$ cat config.mk
export PLATFORM = sky130hd
export DESIGN_NAME = alien_fleet_ctrl_flat
export DESIGN_NICKNAME = d
export VERILOG_FILES = /design/src/rtl/alien_fleet_ctrl_pkg.sv /design/src/rtl/alien_fleet_ctrl_if.sv /design/src/rtl/alien_fleet_ctrl_hit_decode.sv /design/src/rtl/alien_fleet_ctrl.sv /design/src/flat_wrapper.sv
export SDC_FILE = /design/constraint.sdc
export NUM_CORES = 1
export LEC_CHECK = 0
export BUFFER_PORTS_ARGS = -buffer_cell sky130_fd_sc_hd__buf_2
export CAP_MARGIN = 25
export CELL_PAD_IN_SITES_DETAIL_PLACEMENT = 1
export CELL_PAD_IN_SITES_GLOBAL_PLACEMENT = 2
export CORE_ASPECT_RATIO = 0.6
export CORE_UTILIZATION = 35
export DETAILED_ROUTE_END_ITERATION = 7
export PLACE_DENSITY = 0.94
export SKIP_LAST_GASP = 1
export SYNTH_ARGS = -nofsm -noshare
export SYNTH_HDL_FRONTEND = slang
export SYNTH_SLANG_ARGS = --single-unit
$ cat constraint.sdc
create_clock -name i_Clk -period 4.8 [get_ports i_Clk]
set_clock_uncertainty 0.2 [all_clocks]
set_input_delay 0.24 -clock i_Clk [delete_from_list [all_inputs] [get_ports i_Clk]]
set_output_delay 0.24 -clock i_Clk [all_outputs]
set_load 0.02 [all_outputs]
$ cat src/rtl/alien_fleet_ctrl_pkg.sv
// Shared game geometry, FSM encoding and grid helpers for the alien fleet
// controller and the VGA draw stage.
package alien_fleet_ctrl_pkg;

   localparam int NUM_ROWS    = 5;
   localparam int NUM_COLS    = 10;
   localparam int ALIEN_W     = 30;
   localparam int ALIEN_H     = 20;
   localparam int SPACE_W     = 10;
   localparam int SPACE_H     = 10;
   localparam int START_COL   = 20;
   localparam int START_ROW   = 40;
   localparam int STEP_X      = 10;
   localparam int STEP_Y      = 10;
   localparam int SCREEN_W    = 640;
   localparam int BOTTOM_ROW  = 440;
   localparam int MOVE_FRAMES = 30;

   localparam int GRID_BITS = NUM_ROWS * NUM_COLS;
   localparam int PITCH_X   = ALIEN_W + SPACE_W;
   localparam int PITCH_Y   = ALIEN_H + SPACE_H;
   localparam int ROW_IDX_W = $clog2(NUM_ROWS);
   localparam int COL_IDX_W = $clog2(NUM_COLS);
   localparam int FRAME_W   = $clog2(MOVE_FRAMES + 1);
   localparam int ROW_W     = 9;
   localparam int COL_W     = 10;
   localparam int CALC_W    = 11;

   typedef enum logic [1:0] {
      FLEET_WAIT   = 2'd0,
      FLEET_SCAN   = 2'd1,
      FLEET_DECIDE = 2'd2,
      FLEET_HALT   = 2'd3
   } fleet_state_t;

   typedef enum logic {
      DIR_RIGHT = 1'b0,
      DIR_LEFT  = 1'b1
   } march_dir_t;

   // Index of the highest-numbered (lowest on screen) row with a live alien.
   function automatic logic [ROW_IDX_W-1:0] lowestLiveRow(input logic [GRID_BITS-1:0] grid);
      logic [ROW_IDX_W-1:0] lowest;
      lowest = '0;
      for (int r = 0; r < NUM_ROWS; r++) begin
         if (|grid[r*NUM_COLS +: NUM_COLS]) begin
            lowest = ROW_IDX_W'(r);
         end
      end
      return lowest;
   endfunction

endpackage

$ cat src/rtl/alien_fleet_ctrl_if.sv
// Request/status bundle between the game logic (master) and the fleet
// controller (slave); also carries the formation outputs to the draw stage.
interface alien_fleet_ctrl_if;
   import alien_fleet_ctrl_pkg::*;

   logic                 FrameTick;
   logic                 Restart;
   logic                 HitValid;
   logic [ROW_W-1:0]     HitRow;
   logic [COL_W-1:0]     HitCol;
   logic                 HitAck;
   logic                 HitKill;
   logic [GRID_BITS-1:0] Aliens_Grid;
   logic [ROW_W-1:0]     AliensRow;
   logic [COL_W-1:0]     AliensCol;
   logic                 AllDead;
   logic                 ReachedBottom;

   modport master (
      output FrameTick, Restart, HitValid, HitRow, HitCol,
      input  HitAck, HitKill, Aliens_Grid, AliensRow, AliensCol, AllDead, ReachedBottom
   );

   modport slave (
      input  FrameTick, Restart, HitValid, HitRow, HitCol,
      output HitAck, HitKill, Aliens_Grid, AliensRow, AliensCol, AllDead, ReachedBottom
   );

endinterface

$ cat src/rtl/alien_fleet_ctrl_hit_decode.sv
// Maps a screen point to the alien cell it lands in, relative to the
// formation origin; points in gaps or outside the formation are invalid.
module alien_hit_decode
   import alien_fleet_ctrl_pkg::*;
(
   input  logic [ROW_W-1:0]     i_PointRow,
   input  logic [COL_W-1:0]     i_PointCol,
   input  logic [ROW_W-1:0]     i_OriginRow,
   input  logic [COL_W-1:0]     i_OriginCol,
   output logic                 o_CellValid,
   output logic [ROW_IDX_W-1:0] o_RowIdx,
   output logic [COL_IDX_W-1:0] o_ColIdx
);

   int   w_Dx;
   int   w_Dy;
   logic w_RowHit;
   logic w_ColHit;

   // Negative offsets never satisfy a box comparison, so points above or
   // left of the origin fall out without a separate check.
   always_comb begin
      w_Dx     = int'(i_PointCol) - int'(i_OriginCol);
      w_Dy     = int'(i_PointRow) - int'(i_OriginRow);
      w_RowHit = 1'b0;
      w_ColHit = 1'b0;
      o_RowIdx = '0;
      o_ColIdx = '0;
      for (int c = 0; c < NUM_COLS; c++) begin
         if (w_Dx >= c*PITCH_X && w_Dx < c*PITCH_X + ALIEN_W) begin
            w_ColHit = 1'b1;
            o_ColIdx = COL_IDX_W'(c);
         end
      end
      for (int r = 0; r < NUM_ROWS; r++) begin
         if (w_Dy >= r*PITCH_Y && w_Dy < r*PITCH_Y + ALIEN_H) begin
            w_RowHit = 1'b1;
            o_RowIdx = ROW_IDX_W'(r);
         end
      end
      o_CellValid = w_RowHit & w_ColHit;
   end

endmodule

$ cat src/rtl/alien_fleet_ctrl.sv
// Alien formation owner: live grid, origin and march direction; marches every
// MOVE_FRAMES frames, drops and reverses at screen edges, and serves bullet hits.
module alien_fleet_ctrl
   import alien_fleet_ctrl_pkg::*;
(
   input  logic              i_Clk,
   input  logic              i_Reset,
   alien_fleet_ctrl_if.slave fleet
);

   fleet_state_t         r_State, w_NextState;
   logic [GRID_BITS-1:0] r_Grid;
   logic [ROW_W-1:0]     r_Row;
   logic [COL_W-1:0]     r_Col;
   march_dir_t           r_Dir;
   logic [FRAME_W-1:0]   r_FrameCount;
   logic [COL_IDX_W-1:0] r_ScanIdx, r_Left, r_Right;
   logic                 r_AnyLive;
   logic                 r_HitAck, r_HitKill, r_AllDead, r_Bottom;

   logic                 w_CellValid;
   logic [ROW_IDX_W-1:0] w_HitRowIdx;
   logic [COL_IDX_W-1:0] w_HitColIdx;
   logic [GRID_BITS-1:0] w_HitMask;
   logic                 w_Kill;
   logic                 w_ColOcc;
   logic [ROW_IDX_W-1:0] w_Lowest;
   logic [CALC_W-1:0]    w_RightReach, w_LeftReach, w_DropRow, w_BottomReach;
   logic                 w_Accept, w_StartScan, w_Move, w_Drop;
   logic                 w_SetBottom, w_SetDead, w_Reload, w_CountUp, w_CountClr;

   alien_hit_decode u_hit_decode (
      .i_PointRow  (fleet.HitRow),
      .i_PointCol  (fleet.HitCol),
      .i_OriginRow (r_Row),
      .i_OriginCol (r_Col),
      .o_CellValid (w_CellValid),
      .o_RowIdx    (w_HitRowIdx),
      .o_ColIdx    (w_HitColIdx)
   );

   always_comb begin
      w_HitMask = '0;
      w_ColOcc  = 1'b0;
      for (int r = 0; r < NUM_ROWS; r++) begin
         for (int c = 0; c < NUM_COLS; c++) begin
            if (w_CellValid && w_HitRowIdx == ROW_IDX_W'(r) && w_HitColIdx == COL_IDX_W'(c)) begin
               w_HitMask[r*NUM_COLS + c] = 1'b1;
            end
            if (r_ScanIdx == COL_IDX_W'(c) && r_Grid[r*NUM_COLS + c]) begin
               w_ColOcc = 1'b1;
            end
         end
      end
      w_Kill = |(w_HitMask & r_Grid);
   end

   assign w_Lowest      = lowestLiveRow(r_Grid);
   assign w_RightReach  = CALC_W'(r_Col) + CALC_W'(r_Right) * CALC_W'(PITCH_X) + CALC_W'(ALIEN_W + STEP_X);
   assign w_LeftReach   = CALC_W'(r_Col) + CALC_W'(r_Left) * CALC_W'(PITCH_X);
   assign w_DropRow     = CALC_W'(r_Row) + CALC_W'(STEP_Y);
   assign w_BottomReach = w_DropRow + CALC_W'(w_Lowest) * CALC_W'(PITCH_Y) + CALC_W'(ALIEN_H);

   always_ff @(posedge i_Clk) begin
      if (!i_Reset) begin
         r_State <= FLEET_WAIT;
      end else begin
         r_State <= w_NextState;
      end
   end

   always_comb begin
      w_NextState = r_State;
      w_Accept    = 1'b0;
      w_StartScan = 1'b0;
      w_Move      = 1'b0;
      w_Drop      = 1'b0;
      w_SetBottom = 1'b0;
      w_SetDead   = 1'b0;
      w_Reload    = 1'b0;
      w_CountUp   = 1'b0;
      w_CountClr  = 1'b0;
      case (r_State)
         FLEET_WAIT: begin
            w_Accept = fleet.HitValid && !r_HitAck;
            if (fleet.FrameTick) begin
               if (r_FrameCount == FRAME_W'(MOVE_FRAMES - 1)) begin
                  w_CountClr  = 1'b1;
                  w_StartScan = 1'b1;
                  w_NextState = FLEET_SCAN;
               end else begin
                  w_CountUp = 1'b1;
               end
            end
         end
         FLEET_SCAN: begin
            if (r_ScanIdx == COL_IDX_W'(NUM_COLS - 1)) begin
               w_NextState = FLEET_DECIDE;
            end
         end
         FLEET_DECIDE: begin
            w_NextState = FLEET_WAIT;
            if ((r_Dir == DIR_RIGHT) ? (w_RightReach > CALC_W'(SCREEN_W))
                                     : (w_LeftReach < CALC_W'(STEP_X))) begin
               w_Drop = 1'b1;
               if (w_BottomReach >= CALC_W'(BOTTOM_ROW)) begin
                  w_SetBottom = 1'b1;
                  w_NextState = FLEET_HALT;
               end
            end else begin
               w_Move = 1'b1;
            end
         end
         FLEET_HALT: begin
            if (fleet.Restart) begin
               w_Reload    = 1'b1;
               w_NextState = FLEET_WAIT;
            end
         end
      endcase
      // An emptied grid wins over any motion or invasion decided this cycle.
      if (r_State != FLEET_HALT && r_Grid == '0) begin
         w_NextState = FLEET_HALT;
         w_SetDead   = 1'b1;
         w_Move      = 1'b0;
         w_Drop      = 1'b0;
         w_SetBottom = 1'b0;
      end
   end

   always_ff @(posedge i_Clk) begin
      if (!i_Reset || w_Reload) begin
         r_Grid       <= '1;
         r_Row        <= ROW_W'(START_ROW);
         r_Col        <= COL_W'(START_COL);
         r_Dir        <= DIR_RIGHT;
         r_FrameCount <= '0;
         r_ScanIdx    <= '0;
         r_Left       <= '0;
         r_Right      <= '0;
         r_AnyLive    <= 1'b0;
         r_HitAck     <= 1'b0;
         r_HitKill    <= 1'b0;
         r_AllDead    <= 1'b0;
         r_Bottom     <= 1'b0;
      end else begin
         r_HitAck  <= w_Accept;
         r_HitKill <= w_Accept && w_Kill;
         if (w_Accept) begin
            r_Grid <= r_Grid & ~w_HitMask;
         end
         if (w_CountClr) begin
            r_FrameCount <= '0;
         end else if (w_CountUp) begin
            r_FrameCount <= r_FrameCount + 1'b1;
         end
         // Columns are visited in ascending order, so the first live one is the leftmost.
         if (w_StartScan) begin
            r_ScanIdx <= '0;
            r_AnyLive <= 1'b0;
         end else if (r_State == FLEET_SCAN) begin
            r_ScanIdx <= r_ScanIdx + 1'b1;
            if (w_ColOcc) begin
               r_AnyLive <= 1'b1;
               r_Right   <= r_ScanIdx;
               if (!r_AnyLive) begin
                  r_Left <= r_ScanIdx;
               end
            end
         end
         if (w_Move) begin
            r_Col <= (r_Dir == DIR_RIGHT) ? r_Col + COL_W'(STEP_X) : r_Col - COL_W'(STEP_X);
         end
         if (w_Drop) begin
            r_Row <= ROW_W'(w_DropRow);
            r_Dir <= (r_Dir == DIR_RIGHT) ? DIR_LEFT : DIR_RIGHT;
         end
         if (w_SetBottom) begin
            r_Bottom <= 1'b1;
         end
         if (w_SetDead) begin
            r_AllDead <= 1'b1;
         end
      end
   end

   assign fleet.HitAck        = r_HitAck;
   assign fleet.HitKill       = r_HitKill;
   assign fleet.Aliens_Grid   = r_Grid;
   assign fleet.AliensRow     = r_Row;
   assign fleet.AliensCol     = r_Col;
   assign fleet.AllDead       = r_AllDead;
   assign fleet.ReachedBottom = r_Bottom;

endmodule

$ cat src/flat_wrapper.sv
// flat-port wrapper written by rule: the top's interface ports become plain ports
module alien_fleet_ctrl_flat import alien_fleet_ctrl_pkg::*;
  (i_Clk, i_Reset, fleet_FrameTick, fleet_Restart, fleet_HitValid, fleet_HitRow, fleet_HitCol, fleet_HitAck, fleet_HitKill, fleet_Aliens_Grid, fleet_AliensRow, fleet_AliensCol, fleet_AllDead, fleet_ReachedBottom);
  alien_fleet_ctrl_if fleet_i ();
  input  logic i_Clk;
  input  logic i_Reset;
  input wire logic [$bits(fleet_i.FrameTick)-1:0] fleet_FrameTick;
  input wire logic [$bits(fleet_i.Restart)-1:0] fleet_Restart;
  input wire logic [$bits(fleet_i.HitValid)-1:0] fleet_HitValid;
  input wire logic [$bits(fleet_i.HitRow)-1:0] fleet_HitRow;
  input wire logic [$bits(fleet_i.HitCol)-1:0] fleet_HitCol;
  output wire logic [$bits(fleet_i.HitAck)-1:0] fleet_HitAck;
  output wire logic [$bits(fleet_i.HitKill)-1:0] fleet_HitKill;
  output wire logic [$bits(fleet_i.Aliens_Grid)-1:0] fleet_Aliens_Grid;
  output wire logic [$bits(fleet_i.AliensRow)-1:0] fleet_AliensRow;
  output wire logic [$bits(fleet_i.AliensCol)-1:0] fleet_AliensCol;
  output wire logic [$bits(fleet_i.AllDead)-1:0] fleet_AllDead;
  output wire logic [$bits(fleet_i.ReachedBottom)-1:0] fleet_ReachedBottom;
  assign fleet_i.FrameTick = fleet_FrameTick;
  assign fleet_i.Restart = fleet_Restart;
  assign fleet_i.HitValid = fleet_HitValid;
  assign fleet_i.HitRow = fleet_HitRow;
  assign fleet_i.HitCol = fleet_HitCol;
  assign fleet_HitAck = fleet_i.HitAck;
  assign fleet_HitKill = fleet_i.HitKill;
  assign fleet_Aliens_Grid = fleet_i.Aliens_Grid;
  assign fleet_AliensRow = fleet_i.AliensRow;
  assign fleet_AliensCol = fleet_i.AliensCol;
  assign fleet_AllDead = fleet_i.AllDead;
  assign fleet_ReachedBottom = fleet_i.ReachedBottom;
  alien_fleet_ctrl u_core (.i_Clk(i_Clk), .i_Reset(i_Reset), .fleet(fleet_i));
endmodule
==> metrics list, run 1 <==
* Number of buffers on the longest clock path: 2
- Subtracting the final worst setup slack from the clock period gives 4.62 ns.
- Of the total power, combinational logic draws 18.9%.
- The via count of the first global-routing pass came to 7322.
- The flow ran to the end, and the final reports show no timing, DRC or antenna violations.
- The critical path in this run is classified as reg2reg.
- Ratio of cells with drive above 1 in the final layout: 20.8%
- Net switching is 29.1% of the power.
* Synth warnings: 0
* Wire length of the first global-routing pass: 41.5 mm
- Dividing the synthesized area by the synthesized cell count gives 8.00 µm².
- The clock drives 92 sinks.
- Summing over every cut layer, the via total after detailed routing is 7391.
* Initial core utilization: 36.3%
* Final Cycle Share: 96.2%
- Clock latency on the worst-skew pair: 0.35 ns
* Max Cap Viol: 0
* IO Port Bufs: 92
* Global route total overflow: 0
- Synthesis instantiated 80 different standard cells from the library.
* Avg Vias per Cell: 5.70
- Power Dens Cells: 204 nW/µm²
- Setup violations remaining at the end of the flow were counted as 0.
* Number of synthesized register bits: 92
- Power, Total: 1770 µW
- Counting every instance in the synthesized netlist gives 877.
- STA classifies the critical path startpoint as a flip-flop.
* Final HPWL from detailed placement: 21.0 mm
* Max-slew headroom at the worst pin: 34.5%
- Number of H-tree levels: 3
- TritonCTS built the clock tree.
* Cell area after synthesis: 7020 µm²
- Hold violation count in the final report: 0
- The initialized floorplan defines 39 standard-cell rows.
* Part of the Yosys area used for sequential elements: 26.2%
- Number of antenna violations at the first check in global routing: 0
- The layout has 2429 filler cells.
* Gpl congestion: 0.995
- The detailed router finished its first iteration with 645 violations.
- Critical-path maximum fanout: 3
- The library cell used most frequently in the layout, excluding fill and tap cells, is sky130_fd_sc_hd__nand2_1.
- For this run, design rule violations remaining after detail routing come to 0.
- Count of flip-flops with a built-in enable after synthesis: 0
* Arr. time, crit path: 4.66 ns
* Final-report max-slew violation count: 0
* Total clock buffers created by CTS: 9
* Clock slew at the register clock pins of the worst setup and hold paths: 0.07 ns
* Detailed Route WL: 26.6 mm
- Summed over all cells, the static leakage comes to 0.00361 µW.
- First-pass DRT Iterations: 6
- Prior to clock tree synthesis, the placed netlist has a worst setup slack of -0.242 ns.
* Synth Flop Type: sky130_fd_sc_hd__dfxtp_1
* Upper clock frequency limit: 217 MHz
- Commonest cells after routing, fill and taps aside: sky130_fd_sc_hd__nand2_1 (98), sky130_fd_sc_hd__buf_2 (92), sky130_fd_sc_hd__dfxtp_1 (92)
- Sort of element at the end of the critical path: flip-flop
* Final Net Count: 1134
* Global routing usage summed across all routing layers: 26.1%
- Maximum number of pins on one net before global-route repair: 56
- The share of total power dissipated in sequential elements is 43.6%.
* Overall die height: 112 µm
* Number of placed I/O pins: 97
- In this run the clock root is driven by a sky130_fd_sc_hd__clkbuf_16.
* Diodes inserted: 0
* Remaining antenna violation count: 0
- Worst-case vdd ir drop: 142 µV
- Hold Crit Class: in2reg
- Wire per inst: 20.5 µm
* Required time of the critical path: 4.84 ns
* Clock group share of total power: 37.5%
- The floorplan step defined a core boundary enclosing 19300 µm².
- With fillers left out, the area of the finished cells amounts to 8660 µm².
- Die area: 20600 µm²
* Internal power: 1250 µW
- In this run the power spent charging and discharging nets is 514 µW.
* Worst-margin pin slew: 0.969 ns
- Die Span X: 185 µm
- Growth of design area from synthesis to finish: 23.4%
* Asr flop ratio synth: 0%
- Area after DPL: 8190 µm²
- Across all setup checks in the final design, the least slack found is 0.184 ns.
==> sequential cells by signal (all words and copies together), names as in the netlist <==
signal                      count
u_core.r_Left                   4
u_core.fleet.AliensRow          8
u_core.fleet.HitAck             1
u_core.r_Dir                    1
u_core.fleet.AllDead            1
u_core.fleet.HitKill            1
u_core.r_AnyLive                1
u_core.r_FrameCount             5
u_core.fleet.AliensCol          9
u_core.r_ScanIdx                4
u_core.r_State                  2
u_core.fleet.ReachedBottom      1
u_core.r_Right                  4
u_core.fleet.Aliens_Grid       50
==> Yosys cell counts, drive strengths merged, types with 9 or more instances <==
cell type	instances	share of area, %
a21o	10	1.1
fa	9	2.6
nor4	18	1.8
nor2b	14	1.2
o211ai	9	0.96
nand3	24	1.7
dfxtp	92	26
and2	10	0.89
a31oi	9	1.0
ha	73	13
nor2	75	4.0
inv	52	2.8
o21ai	88	6.3
nand2	99	5.3
xnor2	33	4.2
a21oi	45	3.3
or3	11	0.98
clkbuf	21	1.1
xor2	19	2.5
nor3	16	1.1
==> power by group through the flow <==
stage | logic (µW) | registers, µW | clock network [µW]
after floorplan | 216 | 789 | 0
after global placement | 313 | 787 | 0
after detailed placement | 318 | 788 | 0
after CTS | 322 | 770 | 670
after global routing | 359 | 770 | 699
final | 333 | 771 | 662
==> stage by stage <==
stage / std cells / hold WS [ns] / util [%] / setup TNS [ns]
after detailed placement: 1274 / 0.249 / 42.4 / -0.465
final: 1297 / 0.155 / 44.8 / 0
after floorplan: 879 / 0.171 / - / 0
after global placement: 1274 / 0.228 / 42.4 / -0.0102
after CTS: 1291 / 0.129 / 44.0 / 0
after global routing: 1297 / 0.175 / 44.8 / -0.0490
==> layout make-up <==
cell class,count,area (µm²),area share [%]
multi-input cells,707,4990,57.7
clock buffers,12,246,2.85
repair buffers,166,1040,12.0
inverters,52,195,2.25
clock inverters,2,12.5,0.144
flip-flops and latches,92,1840,21.3
well taps,266,333,3.84
==> logic make-up (layout without fill, tap and decap cells) <==
kind of cell	after synthesis	after routing	synth area share, %
flip-flops	92	92	26.2
multiplexers	9	9	1.30
AND/OR/NAND/NOR	316	316	22.5
AO/OA/AOI/OAI	245	245	23.2
XOR/XNOR	52	52	6.70
other	1	3	0.0534
buffers and inverters	80	232	4.49
adder cells (fa/ha/maj)	82	82	15.6
==> critical path, stage by stage, from the launching register on <==
cell                       delay, ns
sky130_fd_sc_hd__dfxtp_1        0.35
sky130_fd_sc_hd__nor4_4         0.37
sky130_fd_sc_hd__nand3_2        0.16
sky130_fd_sc_hd__or2_4          0.30
sky130_fd_sc_hd__nor2_4         0.10
sky130_fd_sc_hd__nor2_2         0.06
sky130_fd_sc_hd__ha_1           0.22
sky130_fd_sc_hd__fa_2           0.52
sky130_fd_sc_hd__inv_1          0.04
sky130_fd_sc_hd__ha_1           0.27
sky130_fd_sc_hd__inv_2          0.05
sky130_fd_sc_hd__ha_4           0.24
sky130_fd_sc_hd__a21oi_1        0.16
sky130_fd_sc_hd__nor2_1         0.08
sky130_fd_sc_hd__nor2_2         0.15
sky130_fd_sc_hd__o21bai_1       0.10
sky130_fd_sc_hd__a21oi_2        0.18
sky130_fd_sc_hd__xor2_1         0.18
sky130_fd_sc_hd__nor3_1         0.07
sky130_fd_sc_hd__a311o_1        0.31
sky130_fd_sc_hd__a311o_1        0.28
sky130_fd_sc_hd__o311a_1        0.12
==> routing by layer <==
metal / wire [µm] / part of all wire [%] / track usage (%)
met2: 11000 / 41 / 37.7
met5: 0 / 0 / 0
met4: 307 / 1.2 / 4.46
met1: 13300 / 50 / 38.9
met3: 2060 / 7.8 / 6.84
==> worst paths after layout <==
path | from | endpoint | slack, ns | cells past startpoint
min | fleet_Restart | u_core.fleet.AllDead$_SDFFE_PP0P_ | 0.16 | 4
min reg2reg | u_core.fleet.AllDead$_SDFFE_PP0P_ | u_core.fleet.AllDead$_SDFFE_PP0P_ | 0.25 | 2
max | u_core.fleet.Aliens_Grid[44]$_SDFFE_PP1P_ | u_core.r_State[0]$_SDFFE_PN0P_ | 0.18 | 21
max reg2reg | u_core.fleet.Aliens_Grid[44]$_SDFFE_PP1P_ | u_core.r_State[0]$_SDFFE_PN0P_ | 0.18 | 21
==> repair_timing <==
action	CTS	global route
hold buffers	1	0
gates resized for setup	7	16
hold endpoints to repair	2	0
setup buffers	2	5
pin swaps	4	8
setup endpoints to repair	3	3
Note: power is estimated with default switching activity, not from simulation.
==> run 2: changes to the inputs <==
- ABC_AREA: default -> 1
- CORE_MARGIN: default -> 4
- CORE_UTILIZATION: 35 -> 32
- SYNTH_HIERARCHICAL: default -> 1
==> metrics list, run 2 <==
- Run status: finished clean (unchanged).
- The overall die width came to 221 µm (was 185 µm).
- The fraction of synthesis flops using an asynchronous set or reset pin came to 0% (unchanged).
- The post-detailed-route wirelength per cell was 16.8 µm (was 20.5 µm).
* Drt drc: 0 (unchanged)
- The clock-pin transition on the worst setup and hold timing paths is 0.08 ns (was 0.07 ns).
- Cell mode on critical path: sky130_fd_sc_hd__nor2_1
- Gpl congestion: 0.944 (was 0.995)
* Unrepaired setup endpoints after global routing: false
- The H-tree level count came to 3 (unchanged).
* Global routing usage summed across all routing layers: 20.9% (was 26.1%)
- The library cell used as clock root buffer is sky130_fd_sc_hd__clkbuf_16 (unchanged).
- Overall die height: 136 µm (was 112 µm)
* Maximum number of pins on one net before global-route repair: 42 (was 56)
- The worst setup path startpoint is u_core/fleet.AliensCol[2]$_SDFFE_PP1P_ (was u_core.fleet.Aliens_Grid[44]$_SDFFE_PP1P_).
- The count of nets after finishing was 1653 (was 1134).
* Avg Vias per Cell: 4.99 (was 5.70)
* Die area: 30100 µm² (was 20600 µm²)
* Reg-to-reg setup timing slack: 0.34 ns (was 0.18 ns)
- Post-Synthesis Mean Instance Area: 6.07 µm² (was 8.00 µm²)
- First-pass DRT Iterations: 5 (was 6)
* Top-count cell post-synth: sky130_fd_sc_hd__nand2_1 (unchanged)
- Max reg flops: 50 (unchanged)
- The area share of the leading cell type in the synthesized netlist is 21.1% (was 26.2%).
- Number of placed I/O pins: 97 (unchanged)
- Final instance count without filler cells: 1908 (was 1297)
* Leakage Power: 0.00504 µW (was 0.00361 µW)
- Most used standard cells in the synthesized netlist: sky130_fd_sc_hd__nand2_1 (491), sky130_fd_sc_hd__nor2_1 (193), sky130_fd_sc_hd__inv_1 (181), sky130_fd_sc_hd__dfxtp_1 (92) (was sky130_fd_sc_hd__nand2_1 (98), sky130_fd_sc_hd__dfxtp_1 (92), sky130_fd_sc_hd__nor2_1 (75), sky130_fd_sc_hd__ha_1 (73), sky130_fd_sc_hd__inv_1 (52))
- The number of buffer cells added on primary ports is 94 (was 92).
- The cell area after synthesis is 8730 µm² (was 7020 µm²).
- Hold path cells: 5 (was 4)
- Vias in the first global route: 9218 (was 7322)
- Synth Flop Type: sky130_fd_sc_hd__dfxtp_1 (unchanged)
* Required time of the critical path: 4.90 ns (was 4.84 ns)
- The total congestion overflow was 0 (unchanged).
- Number of synthesized register bits: 92 (unchanged)
- Growth of design area from synthesis to finish: 14.0% (was 23.4%)
* Number of buffers on the longest clock path: 2 (unchanged)
* Power Dens Cells: 400 nW/µm² (was 204 nW/µm²)
* Part of the Yosys area used for sequential elements: 21.1% (was 26.2%)
- Ratio of cells with drive above 1 in the final layout: 15.1% (was 20.8%)
- Cell count after placement: 1891 (was 1274)
- The post-detailed-routing wire length was 32.1 mm (was 26.6 mm).
* Post-CTS Setup Repair Bufs: 0 (was 2)
* Worst path max stage delay: 0.48 ns (was 0.52 ns)
- The timing endpoint of the critical path was u_core/fleet.HitKill$_SDFF_PP0_ (was u_core.r_State[0]$_SDFFE_PN0P_).
* Max Cap Viol: 0 (unchanged)
- Commonest cells after routing, fill and taps aside: sky130_fd_sc_hd__nand2_1 (491), sky130_fd_sc_hd__nor2_1 (193), sky130_fd_sc_hd__inv_1 (180) (was sky130_fd_sc_hd__nand2_1 (98), sky130_fd_sc_hd__buf_2 (92), sky130_fd_sc_hd__dfxtp_1 (92)).
- Power, Total: 3990 µW (was 1770 µW)
- Max stage delay cell, worst path: sky130_fd_sc_hd__dfxtp_1 (was sky130_fd_sc_hd__fa_2)
- The wire length of the first global-routing pass was 50.7 mm (was 41.5 mm).
- The initial antenna violation count was 0 (unchanged).
- Max-slew headroom at the worst pin: 36.9% (was 34.5%)
- The count of flip-flops with a built-in enable after synthesis came to 0 (unchanged).
* Remaining antenna violation count: 0 (unchanged)
- The placement row count is 46 (was 39).
- The start point of the worst hold path was fleet_FrameTick (was fleet_Restart).
* Final HPWL from detailed placement: 26.2 mm (was 21.0 mm)
- The cell class contributing the biggest share of worst-path delay is simple AND/OR/NAND/NOR gates (unchanged).
* TritonCTS Sinks: 92 (unchanged)
- The largest vdd supply drop was 213 µV (was 142 µV).
- Arr. time, crit path: 4.56 ns (was 4.66 ns)
- The share of the clock period used by the worst path is 92.9% (was 96.2%).
- Clock latency on the worst-skew pair: 0.36 ns (was 0.35 ns)
- Final-report max-slew violation count: 0 (unchanged)
- Reg-to-reg critical path startpoint: u_core/fleet.AliensCol[2]$_SDFFE_PP1P_ (was u_core.fleet.Aliens_Grid[44]$_SDFFE_PP1P_)
- The critical path capture point type is a flip-flop (unchanged).
- The post-synthesis cell count was 1439 (was 877).
- The cell type with the highest aggregate area in the netlist is sky130_fd_sc_hd__nand2_1 (was sky130_fd_sc_hd__dfxtp_1).
* Setup TNS Final: 0 ns (unchanged)
* Count of cell instances traversed by the critical path: 25 (was 21)
- The count of final hold-check violations came to 0 (unchanged).
- The number of warnings printed during yosys synthesis came to 6 (was 0).
- Largest cells by area after synthesis: sky130_fd_sc_hd__nand2_1 (21%), sky130_fd_sc_hd__dfxtp_1 (21%), sky130_fd_sc_hd__ha_1 (11%) (was sky130_fd_sc_hd__dfxtp_1 (26%), sky130_fd_sc_hd__ha_1 (13%), sky130_fd_sc_hd__nand2_1 (5.2%)).
- The path depth of the worst reg2reg path was 25 (was 21).
* Final critical delay including setup and external delays: 4.46 ns (was 4.62 ns)
- Critical-path maximum fanout: 7 (was 3)
* Hold Crit Class: in2reg (unchanged)
- The violation count after the first detailed-routing iteration is 787 (was 645).
* Number of distinct library cells after synthesis: 49 (was 80)
- Count of vias placed by the detailed router: 9519 (was 7391)
* Clock tree from TritonCTS: done (unchanged)
- The core area was 26600 µm² (was 19300 µm²).
- The final antenna diode count is 0 (unchanged).
- The most common library cell in the layout ignoring fill and taps is sky130_fd_sc_hd__nand2_1 (unchanged).
* Total clock buffers created by CTS: 9 (unchanged)
- Startpoint type of the worst setup path: flip-flop (unchanged)
* Crit Path Category: reg2reg (unchanged)
* Upper clock frequency limit: 224 MHz (was 217 MHz)
- The endpoint of the worst-slack reg-to-reg timing path is u_core/fleet.HitKill$_SDFF_PP0_ (was u_core.r_State[0]$_SDFFE_PN0P_).
* Setup Viol. Count Final: 0 (unchanged)
* WP buf/inv: 4 (was 2)
- Initial core utilization: 32.8% (was 36.3%)
* Worst-margin pin slew: 0.944 ns (was 0.969 ns)
run 2: power breakdown:
part | switching, µW | internal, µW
combinational | 1660 | 696
clock | 353 | 359
sequential | 88.5 | 835
run 2: kinds of logic after synthesis:
kind of cell	synth area share, %
buffers and inverters	10.2
and+or+nand+nor	46.8
AOI/OAI and AO/OA	6.66
DFF	21.1
xor gates and xnor gates	2.11
other	0.0429
adders and majority gates	13.1
run 2: worst min path at each step:
stage / endpoint
after detailed placement: u_core/r_FrameCount[4]$_SDFFE_PP0P_
after global placement: u_core/r_FrameCount[4]$_SDFFE_PP0P_
after CTS: u_core/r_State[1]$_SDFFE_PN0P_
after floorplan: u_core/r_State[1]$_SDFFE_PN0P_
after global routing: u_core/r_FrameCount[0]$_SDFFE_PP0P_
final: u_core/r_FrameCount[0]$_SDFFE_PP0P_
run 2: per-stage QoR:
step / setup WS [ns] / hold WS [ns] / cell area [µm²] / util, %
6_report: 0.339 / 0.198 / 9960 / 37.4
5_1_grt: 0.00160 / 0.229 / 9960 / 37.4
4_1_cts: 0.303 / 0.172 / 9950 / 37.3
3_5_place_dp: 0.334 / 0.264 / 9660 / 36.3
3_3_place_gp: 0.414 / 0.249 / 9660 / 36.3
2_1_floorplan: 1.08 / 0.164 / 8750 / -
run 2: worst register-to-register path: cells and delay by family, from the launching register on:
family	cells	cell delay, ns
compound gates	2	0.41
fa+ha+maj	1	0.42
buf+inv	4	0.41
flops	1	0.48
simple gates	18	2.49
run 2: what timing repair did:
| item | CTS | global route |
|---|---|---|
| hold buffers | 1 | 0 |
| endpoints found under the setup margin | 0 | 1 |
| gates resized for setup | 0 | 2 |
| hold endpoints to repair | 2 | 0 |
run 2: final cells by class:
type	count	area, µm²
Fill cell	3598	16700
Multi-Input combinational cell	1130	6040
Sequential cell	92	1840
Inverter	197	739
Timing Repair Buffer	113	616
Tap cell	360	450
Clock buffer	10	229
Clock inverter	6	47.5
run 2: routing by layer:
layer  share of wire [%]  vias to the layer above  global-route usage [%]  wire [µm]
li1                    -                     4742                       -          -
met1                  52                     4526                    32.2      16800
met2                  41                      225                    30.5      13100
met3                 6.0                       26                    3.78       1940
met4                0.97                        0                    3.33        313
met5                   0                        -                       0          0
==> run 3: changes to the inputs <==
- MAX_ROUTING_LAYER: default -> met4
==> metrics list, run 3 (synthesis gave the netlist of run 2 again) <==
- The violation count after the first detailed-routing iteration is 696 (was 787).
- The count of final hold-check violations is 0 (unchanged).
- Die area: 30100 µm² (unchanged)
* Cell count after placement: 1891 (unchanged)
- Max-slew headroom at the worst pin: 32.4% (was 36.9%)
- Setup TNS Final: 0 ns (unchanged)
* Detailed Route WL: 32.2 mm (was 32.1 mm)
- The path type of the worst min-delay path was in2reg (unchanged).
* Reg-to-reg setup timing slack: 0.29 ns (was 0.34 ns)
- The y dimension of the die came to 136 µm (unchanged).
- The critical path capture point type is a flip-flop (unchanged).
- The number of clock sinks was 92 (unchanged).
- Startpoint type of the worst setup path: flip-flop (unchanged)
* Avg Vias per Cell: 5.00 (was 4.99)
* Commonest cells after routing, fill and taps aside: sky130_fd_sc_hd__nand2_1 (491), sky130_fd_sc_hd__nor2_1 (193), sky130_fd_sc_hd__inv_1 (180) (unchanged)
- The class of the most critical setup path was reg2reg (unchanged).
* Wire per inst: 16.9 µm (was 16.8 µm)
- Wire length of the first global-routing pass: 51.1 mm (was 50.7 mm)
* Worst-margin pin slew: 1.01 ns (was 0.944 ns)
- Initial core utilization: 32.8% (unchanged)
- The uppermost layer routed is met4 (unchanged).
* Final Net Count: 1653 (unchanged)
- Number of antenna violations at the first check in global routing: 0 (unchanged)
- Routed wl met3: 2.10 mm (was 1.94 mm)
- Count of vias placed by the detailed router: 9543 (was 9519)
* Placeable core region: 26600 µm² (unchanged)
- Relative contribution of sequential cells to total power: 22.8% (was 23.2%)
- The number of search-and-repair iterations in the first detailed-routing pass came to 5 (unchanged).
- Clock tree from TritonCTS: done (unchanged)
- The final worst setup slack was 0.292 ns (was 0.339 ns).
- The H-tree level count is 3 (unchanged).
- Arr. time, crit path: 4.60 ns (was 4.56 ns)
* Leakage Power: 0.00506 µW (was 0.00504 µW)
* IO Port Bufs: 94 (unchanged)
* Wire length on met1: 16.7 mm (was 16.8 mm)
* WHS: 0.196 ns (was 0.198 ns)
* Maximum number of pins on one net before global-route repair: 42 (unchanged)
- The path depth of the worst reg2reg path came to 26 (was 25).
* Worst-case vdd ir drop: 187 µV (was 213 µV)
- Run status: finished clean (unchanged)
- The final setup violation count is 0 (unchanged).
- The clock insertion delay at the later pin of the skew report is 0.36 ns (about the same).
* Global routing usage summed across all routing layers: 21.6% (was 20.9%)
- The fraction of final layout cells with drive strength greater than 1 came to 15.0% (was 15.1%).
* Hold path cells: 5 (unchanged)
- Remaining antenna violation count: 0 (unchanged)
- The last weighted congestion value of the routability-driven placer came to 0.963 (was 0.944).
* Clock slew at the register clock pins of the worst setup and hold paths: 0.08 ns (about the same)
* Die Span X: 221 µm (unchanged)
* Number of standard-cell rows in the floorplan: 46 (unchanged)
* Final critical delay including setup and external delays: 4.51 ns (was 4.46 ns)
* Drt drc: 0 (unchanged)
* Number of buffers on the longest clock path: 2 (unchanged)
- Critical-path maximum fanout: 13 (was 7)
* Final HPWL from detailed placement: 26.1 mm (was 26.2 mm)
* Net load switching power: 2080 µW (was 2100 µW)
- Total clock buffers created by CTS: 9 (unchanged)
- Combinational fraction of design power: 58.1% (was 59.0%)
- The share of the clock period used by the worst path came to 93.9% (was 92.9%).
- The count of maximum capacitance violations came to 0 (unchanged).
* Filler Cells Inserted: 3620 (was 3598)
- Growth of design area from synthesis to finish: 14.4% (was 14.0%)
* Global route total overflow: 0 (unchanged)
- The number of flip-flops under the largest register name was 50 (unchanged).
* Most common cell after layout, fill and taps aside: sky130_fd_sc_hd__nand2_1 (unchanged)
- The final antenna diode count is 0 (unchanged).
- Clock group share of total power: 19.1% (was 17.9%)
- Fraction of the core area covered by cells at the end of the flow: 37.5% (was 37.4%)
- Number of placed I/O pins: 97 (unchanged)
- CTS root buf: sky130_fd_sc_hd__clkbuf_16 (unchanged)
- Amount of wire on met2 after detailed routing: 13.1 mm (about the same)
- The number of max-slew violations in the final report came to 0 (unchanged).
- The via count of the first global-routing pass is 9251 (was 9218).
- Internal power: 1970 µW (was 1890 µW)
* Required time of the critical path: 4.89 ns (was 4.90 ns)
* Setup WS pre-CTS: 0.237 ns (was 0.334 ns)
* Final instance count without filler cells: 1907 (was 1908)
- The maximum operating frequency was 222 MHz (was 224 MHz).
- Switching share of power: 51.5% (was 52.6%)
* Power Dens Cells: 405 nW/µm² (was 400 nW/µm²)
-- run 3: cell count changes in the layout (fill, tap and decap cells not counted) --
cell / before / now
sky130_fd_sc_hd__clkinv_2: 2 / 0
sky130_fd_sc_hd__nand3_1: 75 / 76
sky130_fd_sc_hd__nand3_4: 2 / 3
sky130_fd_sc_hd__clkinv_4: 1 / 2
sky130_fd_sc_hd__inv_6: 2 / 1
sky130_fd_sc_hd__bufinv_16: 0 / 1
sky130_fd_sc_hd__nand3_2: 14 / 12
sky130_fd_sc_hd__clkbuf_8: 0 / 2
sky130_fd_sc_hd__inv_8: 1 / 0
sky130_fd_sc_hd__clkbuf_1: 1 / 0
-- run 3: power by group through the flow --
stage	clock network [µW]	logic (µW)	registers, µW
2_1_floorplan	0	1630	961
3_3_place_gp	0	2230	932
3_5_place_dp	0	2300	940
4_1_cts	797	2320	924
5_1_grt	821	2620	935
6_report	773	2350	924
-- run 3: what timing repair did --
action,in CTS,in global routing
hold buffers,1,0
setup endpoints to repair,0,1
gates resized for setup,0,2
setup buffers,0,0
hold endpoints to repair,2,0
-- run 3: final cells by class --
cell class	instances	area [µm²]	area share [%]
Timing Repair Buffer	113	616	6.16
Tap cell	360	450	4.51
Clock buffer	11	253	2.53
Multi-Input combinational cell	1130	6040	60.4
Sequential cell	92	1840	18.4
Inverter	197	739	7.40
Clock inverter	4	56.3	0.563
-- run 3: worst paths after layout --
kind / from / to
setup / recovery: u_core/fleet.AliensCol[5]$_SDFFE_PP0P_ / u_core/fleet.HitKill$_SDFF_PP0_
hold / removal: fleet_FrameTick / u_core/r_FrameCount[0]$_SDFFE_PP0P_
setup reg to reg: u_core/fleet.AliensCol[5]$_SDFFE_PP0P_ / u_core/fleet.HitKill$_SDFF_PP0_
hold reg to reg: u_core/r_FrameCount[4]$_SDFFE_PP0P_ / u_core/r_FrameCount[4]$_SDFFE_PP0P_
-- run 3: layer usage --
metal  track usage, %  up-vias
li1                 -     4741
met1             31.8     4540
met2             31.2      245
met3             4.45       17
met4             2.98        0
met5                -        -
-- run 3: worst max-delay path, cell delays in order, from the launching register on --
cell and delay (ns):
sky130_fd_sc_hd__dfxtp_1 0.42, sky130_fd_sc_hd__inv_1 0.09, sky130_fd_sc_hd__ha_1 0.47, sky130_fd_sc_hd__nand2_2 0.11
sky130_fd_sc_hd__inv_1 0.10, sky130_fd_sc_hd__nand2_2 0.07, sky130_fd_sc_hd__nand2_1 0.07, sky130_fd_sc_hd__nand2_1 0.09
sky130_fd_sc_hd__nand3_4 0.18, sky130_fd_sc_hd__nand3_4 0.19, sky130_fd_sc_hd__nor2_4 0.16, sky130_fd_sc_hd__inv_2 0.06
sky130_fd_sc_hd__nor3_1 0.15, sky130_fd_sc_hd__ha_1 0.17, sky130_fd_sc_hd__inv_1 0.04, sky130_fd_sc_hd__nand3_1 0.12
sky130_fd_sc_hd__nor2_2 0.05, sky130_fd_sc_hd__a21oi_2 0.13, sky130_fd_sc_hd__inv_1 0.05, sky130_fd_sc_hd__nor2_1 0.28
sky130_fd_sc_hd__nand3_2 0.28, sky130_fd_sc_hd__or3b_2 0.50, sky130_fd_sc_hd__nand3_1 0.09, sky130_fd_sc_hd__nor2_1 0.04
sky130_fd_sc_hd__nand2_1 0.13, sky130_fd_sc_hd__nor2_1 0.07, sky130_fd_sc_hd__nor2_1 0.10
-- run 3: per-stage QoR --
step                      cell area (µm²)  total power [µW]
after floorplan                      8750              2590
after global placement               9660              3160
after detailed placement             9660              3240
after CTS                            9980              4040
after global routing                 9990              4380
final                                9990              4050
